`src/rtl/uart_rx.sv`:
```
// uart_rx -- serial receive front end for the LED demo path.
//
// Receives 8N1 frames, LSB first, from an RXD line that has already been
// synchronized into the clk_rx domain. A free-running baud enable pulses at
// 16x the bit rate. The receive FSM samples each bit at its middle and
// hands a correctly framed byte to uart_led with a one-cycle strobe.
//
// Optional feature: define UART_RX_PARITY_EN to add an even-parity bit
// between the data bits and the stop bit. This also adds the par_err port.
//
// Parameters:
//   CLOCK_RATE   clk_rx frequency in Hz
//   BAUD_RATE    serial bit rate in baud
//
// Ports:
//   clk_rx       in   receive clock; all logic runs on its rising edge
//   rst_clk_rx   in   synchronous, active-high reset
//   rxd_clk_rx   in   synchronized RXD; idles high
//   rx_data      out  [7:0] last correctly framed byte
//   rx_data_rdy  out  one-cycle strobe; rx_data is new in this cycle
//   frm_err      out  one-cycle strobe; the stop bit was sampled low
//   par_err      out  (UART_RX_PARITY_EN only) one-cycle strobe on parity mismatch

module uart_rx #(
    parameter int CLOCK_RATE = 200_000_000,
    parameter int BAUD_RATE  = 115_200
) (
    input  logic       clk_rx,
    input  logic       rst_clk_rx,
    input  logic       rxd_clk_rx,
    output logic [7:0] rx_data,
    output logic       rx_data_rdy,
`ifdef UART_RX_PARITY_EN
    output logic       frm_err,
    output logic       par_err
`else
    output logic       frm_err
`endif
);

    // Divisor for the 16x enable, rounded to the nearest integer.
    localparam longint DIV_L = (longint'(CLOCK_RATE) + longint'(BAUD_RATE) * 8)
                               / (longint'(BAUD_RATE) * 16);
    localparam int     DIV   = int'(DIV_L);
    localparam int     CNT_W = (DIV < 2) ? 1 : $clog2(DIV);
    localparam logic [CNT_W-1:0] DIV_LAST = CNT_W'(DIV - 1);

    if (DIV < 2) begin : g_div_too_small
        $error("uart_rx: baud divisor must be at least 2");
    end

    typedef enum logic [2:0] {
        S_IDLE,
        S_START,
        S_DATA,
`ifdef UART_RX_PARITY_EN
        S_PARITY,
`endif
        S_STOP
    } state_t;

    state_t           state_q, state_d;
    logic [CNT_W-1:0] baud_cnt_q, baud_cnt_d;
    logic [3:0]       over_cnt_q, over_cnt_d;
    logic [2:0]       bit_cnt_q, bit_cnt_d;
    logic [7:0]       shift_q, shift_d;
    logic [7:0]       rx_data_q, rx_data_d;
    logic             rxd_q;
    logic             rdy_q, rdy_d;
    logic             frm_q, frm_d;
`ifdef UART_RX_PARITY_EN
    logic             par_q, par_d;
    logic             par_bad_q, par_bad_d;
`endif

    logic baud_x16_en;
    logic start_edge;
    logic tick_half;   // 8th tick of the start bit: middle of the start bit
    logic tick_full;   // 16th tick of a bit: middle of the current bit

    // The baud enable runs continuously; frames are aligned by over_cnt
    // alone, so the edge-to-first-tick phase varies by up to one tick.
    assign baud_x16_en = (baud_cnt_q == DIV_LAST);
    assign baud_cnt_d  = baud_x16_en ? '0 : baud_cnt_q + CNT_W'(1);

    // Only a true high-to-low transition starts a frame, so a line stuck
    // low (break, or after a framing error) is ignored until it goes high.
    assign start_edge = rxd_q && !rxd_clk_rx;
    assign tick_half  = baud_x16_en && (over_cnt_q == 4'd7);
    assign tick_full  = baud_x16_en && (over_cnt_q == 4'd15);

    // State register and datapath registers that need a defined reset.
    always_ff @(posedge clk_rx) begin
        if (rst_clk_rx) begin
            state_q    <= S_IDLE;
            baud_cnt_q <= '0;
            over_cnt_q <= '0;
            bit_cnt_q  <= '0;
            rxd_q      <= 1'b1;
            rx_data_q  <= 8'h00;
            rdy_q      <= 1'b0;
            frm_q      <= 1'b0;
`ifdef UART_RX_PARITY_EN
            par_q      <= 1'b0;
            par_bad_q  <= 1'b0;
`endif
        end else begin
            state_q    <= state_d;
            baud_cnt_q <= baud_cnt_d;
            over_cnt_q <= over_cnt_d;
            bit_cnt_q  <= bit_cnt_d;
            rxd_q      <= rxd_clk_rx;
            rx_data_q  <= rx_data_d;
            rdy_q      <= rdy_d;
            frm_q      <= frm_d;
`ifdef UART_RX_PARITY_EN
            par_q      <= par_d;
            par_bad_q  <= par_bad_d;
`endif
        end
    end

    // The shift register is fully overwritten by every frame before it is
    // ever copied to rx_data, so it carries no reset.
    always_ff @(posedge clk_rx) begin
        shift_q <= shift_d;
    end

    // Next-state logic.
    always_comb begin
        state_d = state_q;
        case (state_q)
            S_IDLE: begin
                if (start_edge) state_d = S_START;
            end
            S_START: begin
                // A start bit that is high again at mid-bit was a glitch.
                if (tick_half) state_d = rxd_clk_rx ? S_IDLE : S_DATA;
            end
            S_DATA: begin
`ifdef UART_RX_PARITY_EN
                if (tick_full && bit_cnt_q == 3'd7) state_d = S_PARITY;
`else
                if (tick_full && bit_cnt_q == 3'd7) state_d = S_STOP;
`endif
            end
`ifdef UART_RX_PARITY_EN
            S_PARITY: begin
                if (tick_full) state_d = S_STOP;
            end
`endif
            S_STOP: begin
                if (tick_full) state_d = S_IDLE;
            end
            default: state_d = S_IDLE;
        endcase
    end

    // Counter, shift register and strobe logic.
    always_comb begin
        over_cnt_d = over_cnt_q;
        bit_cnt_d  = bit_cnt_q;
        shift_d    = shift_q;
        rx_data_d  = rx_data_q;
        rdy_d      = 1'b0;
        frm_d      = 1'b0;
`ifdef UART_RX_PARITY_EN
        par_d      = 1'b0;
        par_bad_d  = par_bad_q;
`endif
        case (state_q)
            S_IDLE: begin
                over_cnt_d = '0;
                bit_cnt_d  = '0;
            end
            S_START: begin
                if (tick_half) begin
                    // Restart the oversample count so that data samples
                    // fall 16 ticks apart from the middle of the start bit.
                    over_cnt_d = '0;
                    bit_cnt_d  = '0;
                end else if (baud_x16_en) begin
                    over_cnt_d = over_cnt_q + 4'd1;
                end
            end
            S_DATA: begin
                if (baud_x16_en) over_cnt_d = over_cnt_q + 4'd1;
                if (tick_full) begin
                    // LSB arrives first, so bits enter at the top and move down.
                    shift_d = {rxd_clk_rx, shift_q[7:1]};
                    if (bit_cnt_q != 3'd7) bit_cnt_d = bit_cnt_q + 3'd1;
                end
            end
`ifdef UART_RX_PARITY_EN
            S_PARITY: begin
                if (baud_x16_en) over_cnt_d = over_cnt_q + 4'd1;
                // Even parity: data bits plus parity bit XOR to zero.
                if (tick_full) par_bad_d = (^shift_q) ^ rxd_clk_rx;
            end
`endif
            S_STOP: begin
                if (baud_x16_en) over_cnt_d = over_cnt_q + 4'd1;
                if (tick_full) begin
                    if (!rxd_clk_rx) begin
                        frm_d = 1'b1;
`ifdef UART_RX_PARITY_EN
                    end else if (par_bad_q) begin
                        par_d = 1'b1;
`endif
                    end else begin
                        rdy_d     = 1'b1;
                        rx_data_d = shift_q;
                    end
                end
            end
            default: begin
                over_cnt_d = '0;
                bit_cnt_d  = '0;
            end
        endcase
    end

    assign rx_data     = rx_data_q;
    assign rx_data_rdy = rdy_q;
    assign frm_err     = frm_q;
`ifdef UART_RX_PARITY_EN
    assign par_err     = par_q;
`endif

endmodule
```
`config.mk`:
```
export PLATFORM = sky130hd
export DESIGN_NAME = uart_rx
export DESIGN_NICKNAME = d
export VERILOG_FILES = /design/src/rtl/uart_rx.sv
export SDC_FILE = /design/constraint.sdc
export NUM_CORES = 1
export LEC_CHECK = 0
export CAP_MARGIN = 20
export CORE_ASPECT_RATIO = 1.25
export CORE_MARGIN = 2
export CORE_UTILIZATION = 39
export DETAILED_ROUTE_END_ITERATION = 10
export PLACE_DENSITY = 0.65
export SYNTH_ARGS = -nofsm -noshare
export SYNTH_HDL_FRONTEND = slang
export SYNTH_SLANG_ARGS = --single-unit
```
`constraint.sdc`:
```
create_clock -name clk_rx -period 5.4 [get_ports clk_rx]
set_clock_uncertainty 0.2 [all_clocks]
set_input_delay 1.35 -clock clk_rx [delete_from_list [all_inputs] [get_ports clk_rx]]
set_output_delay 1.35 -clock clk_rx [all_outputs]
set_load 0.05 [all_outputs]
```
==> results of run 1 <==
routing by layer:
layer	vias up	track usage (%)	wire length (um)
met3	6	6.033	96
li1	478	-	-
met5	-	0	0
met4	0	6.977	60
met2	17	22.47	1228
met1	438	13.99	1009
kinds of logic (layout without fill, tap and decap cells):
| kind of cell | count (synthesis) | in the layout | synth area share [%] |
|---|---|---|---|
| AO/OA/AOI/OAI | 13 | 13 | 6.463 |
| flip-flops | 35 | 35 | 56.01 |
| multiplexers | 9 | 9 | 6.553 |
| adder cells (fa/ha/maj) | 5 | 5 | 4.488 |
| XOR/XNOR | 8 | 8 | 5.027 |
| AND/OR/NAND/NOR | 49 | 49 | 18.13 |
| buffers and inverters | 10 | 27 | 3.321 |
cell type report:
cell class	instances	area, um2	area share [%]
clock buffers	7	76.32	4.678
clock inverters	1	5.005	0.3067
inverters	5	18.77	1.150
multi-input cells	84	566.8	34.74
flip-flops and latches	35	780.7	47.85
well taps	39	48.80	2.991
repair buffers	14	135.1	8.282
worst max-delay path by stage:
stage	from	to	cells after the start
after floorplan	rst_clk_rx	bit_cnt_q[0]	3
after global placement	rxd_clk_rx	rx_data[6]	5
after detailed placement	rxd_clk_rx	rx_data[2]	6
after CTS	rst_clk_rx	bit_cnt_q[0]	4
after global routing	rst_clk_rx	bit_cnt_q[0]	4
final	rst_clk_rx	bit_cnt_q[0]	4
worst register-to-register path: cells and delay by family, from the launching register on:
kind	cells	cell delay, ps
muxes	1	200
and+or+nand+nor	3	930
buffers and inverters	2	330
DFF	1	330
adders and majority gates	1	200
power breakdown:
| part | total, mW | internal, mW | switching, mW |
|---|---|---|---|
| combinational | 0.0151 | 0.00664 | 0.00845 |
| sequential | 0.273 | 0.270 | 0.00374 |
| clock | 0.176 | 0.0903 | 0.0855 |
| total | 0.464 | 0.366 | 0.0977 |
stage by stage:
step	area, um2	hold slack (ps)	std cells	setup WS [ps]
floorplan	1394	225.8	129	3005
CTS	1632	265.7	185	2262
detailed placement	1550	242.8	177	1961
global route	1632	266.0	185	2071
finish	1632	258.8	185	2263
global placement	1543	232.2	176	1873
flip-flops by register name, indices dropped and copies added (netlist names):
signal / flops
baud_cnt_q: 7
bit_cnt_q: 3
frm_err: 1
over_cnt_q: 4
rx_data: 8
rx_data_rdy: 1
rxd_q: 1
shift_q: 8
state_q: 2
cell usage after synthesis (3+ instances only):
library cell	instances	share of area, %
nor3_1	3	1.1
o21ai_0	3	1.1
mux2i_1	8	5.7
nand3_1	3	1.1
inv_1	5	1.3
edfxtp_1	8	17
ha_1	5	4.5
dfxtp_1	27	39
xnor2_1	6	3.8
nor2_1	23	6.2
nand2_1	8	2.2
clkbuf_1	3	0.81
==> results.cfg, run 1 <==
[worst_setup_path]
critical_path_buf_inv_count = 1
crit_type = in -> reg
crit_required_ps = 5430
path_delay_family = simple AND/OR/NAND/NOR gates
r2r_cells = 7
crit_slowest_cell = clkdlybuf4s50_1
critPathMaxFanout = 16
timing.rr.end = rx_data[2]
rrSetupSlack_ps = 3070
crit_chain = clkdlybuf4s50_1 -> or3_1 -> nor4_1 -> mux2_2
arrival_ps = 3160
cpPeakStageDelay_ps = 710
end_kind = register
r2r_start = baud_cnt_q[0]
critPathLaunchType = input port

[yosys]
synthArstFlopShare_pct = 0
yosys_most_used_dff = dfxtp_1
synth_cell_type_count = 32
ys_seq_area_share_pct = 56.01
syn_nets = 137
synth_cells = 129
synth_edf_count = 8
syn_area_um2 = 1394
ys_ff_latch = 35
yosys_warnings = 0
avgSynthCellArea_um2 = 10.80

[floorplan]
die_h_um = 70.84
rows = 24
io_pins = 13
start_util_pct = 40.36
die_w_um = 57.47
core_area_um2 = 3453
die_area_um2 = 4071

[clocking]
clkSinkCount = 35
clockBufferDepth = 2
cts.repair.resized = 0
post-cts-setup-buffer-count = 0
cts.htree.levels = 2
clk_latency_ps = 280
clock-root-buffer = clkbuf_8
clk_pin_slew_ps = 60
holdBufCountCts = 0
cts_made_buffers = 5
tritoncts = done

[power]
ir_worst_vdd_mv = 0.2632
leakagePower_nw = 0.5773
total_power_mw = 0.4641
power_density_nw_per_um2 = 284.5

[sta]
worst_pin_slew_ps = 700.7
hold_viol = 0
finalCriticalPeriod_ps = 3137
finalSetupViolations = 0
clock.fmax_mhz = 318.8
relSlewSlack_pct = 52.90
rsz0062_at_grt = false
drv_slew = 0
finalCritPeriodShare_pct = 58.09
setup_tns_ps = 0

[grt]
grt_start_max_net_pins = 17
gr-total-overflow = 0
antenna_found_initial = 0
grt_pass1_wl_um = 4091
grt_pass1_vias = 943
grt_use_total_pct = 13.46

[route]
drcViolationCount = 0
wirelength_um = 2394
first_iter_violations = 43
firstDrtPassIters = 4
ant_nets = 0
route.vias.total = 939
routed_via_density = 5.076
wl_per_cell_um = 12.94

[status]
status = completed

[cells_and_area]
num-fill-cells = 321
area_growth_pct = 17.06
final_util_pct = 47.25
layout_common_cells = 27 x dfxtp_1, 23 x nor2_1, 12 x clkdlybuf4s50_1
drive_gt1_share_pct = 9.589
layout_commonest_cell = dfxtp_1
diodes = 0
final_nets = 153

[hold_path]
min_path_type = reg -> reg
hold_depth = 0
hold_path_end = shift_q[0]
hold_start = shift_q[1]

[job]
cap_violations = 0

[place]
port_buffers = 12
gp_congestion = 0.7715
dp_hpwl_um = 1768
Note: power is estimated with default switching activity, not from simulation.
==> inputs of run 2 (changes only) <==
Settings changed: PLACE_DENSITY 0.65 to 0.67.
Clock period 5.4 ns to 2.7 ns, I/O delays scaled along.
==> run 2 against run 1 <==
  * Sequential share of layout area shrank 0.47 points
  * Global-route usage shrank 0.30 points
  * Combinational power grew 100%
  * Power grew 100%
  * Setup slack lost 1900 ps
  * Sequential power grew 100%
  * Clock-buffer cell count is the same
  * Core utilization grew 0.47 points
  * Die area is the same
  * Worst hold slack lost 6.5 ps
  * Clock power grew 110%
  * Register-to-register slack lost 2300 ps
==> results.cfg, run 2 (synthesis results as in run 1) <==
[route]
firstDrtPassIters = 4
route.vias.total = 951
ant_nets = 0
first_iter_violations = 49
routed_via_density = 5.113
wirelength_um = 2362
drcViolationCount = 0
wl_per_cell_um = 12.70

[place]
dp_hpwl_um = 1677
port_buffers = 12
gp_congestion = 0.7815

[sta]
relSlewSlack_pct = 66.39
setup_tns_ps = 0
finalCritPeriodShare_pct = 85.03
clock.fmax_mhz = 435.6
rsz0062_at_grt = false
worst_pin_slew_ps = 502.6
hold_viol = 0
finalSetupViolations = 0
drv_slew = 0
whs_ps = 252.3
finalCriticalPeriod_ps = 2296

[clocking]
holdBufCountCts = 0
clkSinkCount = 35
clk_latency_ps = 280
cts.htree.levels = 2
clk_pin_slew_ps = 60
post-cts-setup-buffer-count = 0
tritoncts = done
clock-root-buffer = clkbuf_8
cts.repair.resized = 0
cts_made_buffers = 5
clockBufferDepth = 2

[cells_and_area]
area_growth_pct = 18.22
drive_gt1_share_pct = 10.20
num-fill-cells = 318
multi_input_area_um2 = 566.8
seqCellArea_um2 = 780.7
layout_common_cells = 27 x dfxtp_1, 23 x nor2_1, 12 x clkdlybuf4s50_1
final_nets = 154
diodes = 0
layout_commonest_cell = dfxtp_1

[hold_path]
hold_depth = 0
hold_path_end = shift_q[4]
min_path_type = reg -> reg
hold_start = shift_q[5]

[worst_setup_path]
rrSetupSlack_ps = 740
critical_path_buf_inv_count = 1
cpPeakStageDelay_ps = 800
crit_chain = clkdlybuf4s50_1
arrival_ps = 1420
critPathMaxFanout = 2
crit_required_ps = 1820
timing.rr.end = bit_cnt_q[0]
crit_slowest_cell = clkdlybuf4s50_1
critPathLaunchType = register
end_kind = primary output
r2r_start = bit_cnt_q[0]
r2r_cells = 5
crit_type = reg -> out
path_delay_family = buffers and inverters

[grt]
grt_use_total_pct = 13.15
grt_start_max_net_pins = 16
gr-total-overflow = 0
grt_pass1_wl_um = 4064
grt_pass1_vias = 947
antenna_found_initial = 0

[floorplan]
die_w_um = 57.47
io_pins = 13
die_h_um = 70.84
die_area_um2 = 4071
start_util_pct = 40.36
rows = 24
core_area_um2 = 3453

[status]
status = completed

[power]
total_power_mw = 0.9489
power_density_nw_per_um2 = 575.9
leakagePower_nw = 0.5858
ir_worst_vdd_mv = 0.3471

[job]
cap_violations = 0
[run 2: layout make-up]
type,count,share of cell area [%]
inverter,5,1.139
clock buffer,7,5.239
multi-input combinational,84,34.40
tap,39,2.961
sequential,35,47.38
timing repair buffer,15,8.656
clock inverter,1,0.2278
[run 2: how the worst max path moves through the flow]
| stage | cells after the start | slack, ps | to | from |
|---|---|---|---|---|
| floorplan | 4 | 390 | shift_q[0] | baud_cnt_q[0] |
| global placement | 6 | 420 | rx_data[0] | rxd_clk_rx |
| detailed placement | 6 | 400 | rx_data[1] | rxd_clk_rx |
| CTS | 1 | 380 | rx_data[7] | rx_data[7] |
| global route | 1 | 350 | rx_data[7] | rx_data[7] |
| finish | 1 | 400 | rx_data[7] | rx_data[7] |
[run 2: routing by layer]
layer,wire length [um],share of wire (%),track usage [%],vias up
met5,0,0,0,-
met4,59,2.5,6.977,0
met3,77,3.3,4.388,6
met2,1175,50,21.97,16
met1,1049,44,14.57,451
li1,-,-,-,478
[run 2: through the flow]
stage          utilization (%)  std cells  instance area [um2]  setup slack (ps)
4_1_cts                  47.72        186                 1648             382.5
3_3_place_gp             45.11        178                 1558             415.5
5_1_grt                  47.72        186                 1648             353.3
3_5_place_dp             45.11        178                 1558             396.5
6_report                 47.72        186                 1648             404.2
2_1_floorplan                -        129                 1394             393.0
[run 2: power breakdown]
group	switching, mW	internal [mW]	leakage (nW)
clock network	0.167	0.204	0.0459
logic	0.0165	0.0141	0.249
registers	0.00815	0.539	0.290
==> inputs of run 3 (changes only) <==
Settings changed: CORE_MARGIN 2 to unset, DONT_BUFFER_PORTS set to 1, PLACE_DENSITY 0.67 to 0.62.
Clock period 2.7 ns to 1.9 ns, I/O delays scaled along.
==> run 3 against run 2 <==
  * Routed wire length up 7.9%
  * Non-clock buffer count down 6
  * Clock-buffer cell count down 2
  * Highest routed layer unchanged
==> results.cfg, run 3 (synthesis results as in run 1) <==
[status]
status = completed

[sta]
worst_pin_slew_ps = 517.4
finalSetupViolations = 0
hold_viol = 0
rsz0062_at_grt = true
finalCriticalPeriod_ps = 1827
clock.fmax_mhz = 547.3
relSlewSlack_pct = 65.46
fin_ws_ps = 72.91
finalCritPeriodShare_pct = 96.16
drv_slew = 0
whs_ps = 49.26

[worst_setup_path]
crit_slowest_cell = dfxtp_1
critPathMaxFanout = 6
crit_chain = inv_1 -> ha_1 -> nand4b_4 -> nor2_2 -> a311oi_2 -> mux2_2
crit_type = reg -> reg
arrival_ps = 1800
path_delay_family = simple AND/OR/NAND/NOR gates
critical_path_buf_inv_count = 1
end_kind = register
critPathLaunchType = register
worstSetupStartpoint = baud_cnt_q[0]
cpPeakStageDelay_ps = 330
crit_required_ps = 1870
r2r_start = baud_cnt_q[0]

[route]
routed_via_density = 5.376
firstDrtPassIters = 4
ant_nets = 0
wirelength_um = 2548
first_iter_violations = 27
drcViolationCount = 0
wl_per_cell_um = 14.31
route.vias.total = 957

[cells_and_area]
multi_input_area_um2 = 621.8
diodes = 0
area_growth_pct = 18.31
num-fill-cells = 305
layout_commonest_cell = dfxtp_1
final_nets = 148
drive_gt1_share_pct = 21.28
layout_common_cells = 25 x dfxtp_1, 21 x nor2_1
seqCellArea_um2 = 783.3

[power]
power_density_nw_per_um2 = 882.8
combPwrFrac_pct = 2.6
total_power_mw = 1.456
ir_worst_vdd_mv = 0.6359
power_switching_mw = 0.2876
power_frac_seq_pct = 53.4
p_int_mw = 1.168
clock_power_share_pct = 43.9
leakagePower_nw = 0.6076
switching_share_pct = 19.75

[clocking]
holdBufCountCts = 0
clkSinkCount = 35
tritoncts = done
clock-root-buffer = clkbuf_8
cts.htree.levels = 2
clockBufferDepth = 2
clk_pin_slew_ps = 70
cts_made_buffers = 5
clk_latency_ps = 280

[place]
dp_hpwl_um = 1741
port_buffers = 0
place_ws_ps = -49.26
gp_congestion = 0.7112

[floorplan]
die_area_um2 = 3819
die_h_um = 68.84
rows = 23
die_w_um = 55.47
start_util_pct = 42.12
core_area_um2 = 3309
io_pins = 13

[grt]
grt_pass1_vias = 915
grt_use_total_pct = 14.90
grt_pass1_wl_um = 4195
gr-total-overflow = 0
antenna_found_initial = 0
grt_start_max_net_pins = 17

[hold_path]
hold_start = rst_clk_rx
min_path_type = in -> reg

[job]
cap_violations = 0
run 3: cell count changes in the layout (fill, tap and decap cells not counted), sizes merged:
cell / delta
clkdlybuf4s50: -12
clkinv: +1
clkbuf: -2
bufinv: +1
buf: +6
run 3: worst paths after layout:
kind,to,slack [ps],cells past startpoint
hold reg to reg,shift_q[4],250,0
setup reg to reg,bit_cnt_q[0],70,6
setup / recovery,bit_cnt_q[0],70,6
hold / removal,state_q[0],50,1
run 3: layout make-up:
| cell class | instances | area share [%] |
|---|---|---|
| clock buffer | 5 | 4.173 |
| sequential | 35 | 47.50 |
| multi-input combinational | 84 | 37.71 |
| clock inverter | 3 | 2.352 |
| timing repair buffer | 9 | 4.325 |
| tap | 37 | 2.807 |
| inverter | 5 | 1.138 |
run 3: per-stage QoR:
stage	util [%]	cell area, um2	TNS, ps	std cells
after floorplan	-	1409	0	129
after global placement	44.73	1480	-22.19	168
after detailed placement	44.73	1480	-66.21	168
after CTS	48.51	1605	0	176
after global routing	49.83	1649	-23.63	178
final	49.83	1649	0	178
run 3: repair_timing:
item                                    CTS  global route
pin swaps                                 0             1
gates resized for setup                   3            10
buffers inserted                          0             1
endpoints found under the setup margin    3            12
cloned                                    0             1
run 3: layer usage:
metal	share of wire, %	track usage [%]	wire (um)
met4	3.1	9.688	80
met2	50	25.90	1268
met1	42	15.23	1076
met3	4.8	5.784	123
met5	0	0	0
run 3: power groups by stage:
stage,registers (mW),clock network (mW),logic (mW)
floorplan,0.787,0,0.0355
CTS,0.777,0.657,0.0366
finish,0.778,0.639,0.0386
global route,0.779,0.689,0.0440
detailed placement,0.793,0,0.0359
global placement,0.793,0,0.0352
run 3: worst reg2reg max path, delay by kind of cell (launching register included):
family / cells / cell delay, ps
AOI/OAI and AO/OA: 1 / 170
and+or+nand+nor: 2 / 470
buffers and inverters: 1 / 60
muxes: 1 / 290
adders and majority gates: 1 / 190
DFF: 1 / 330
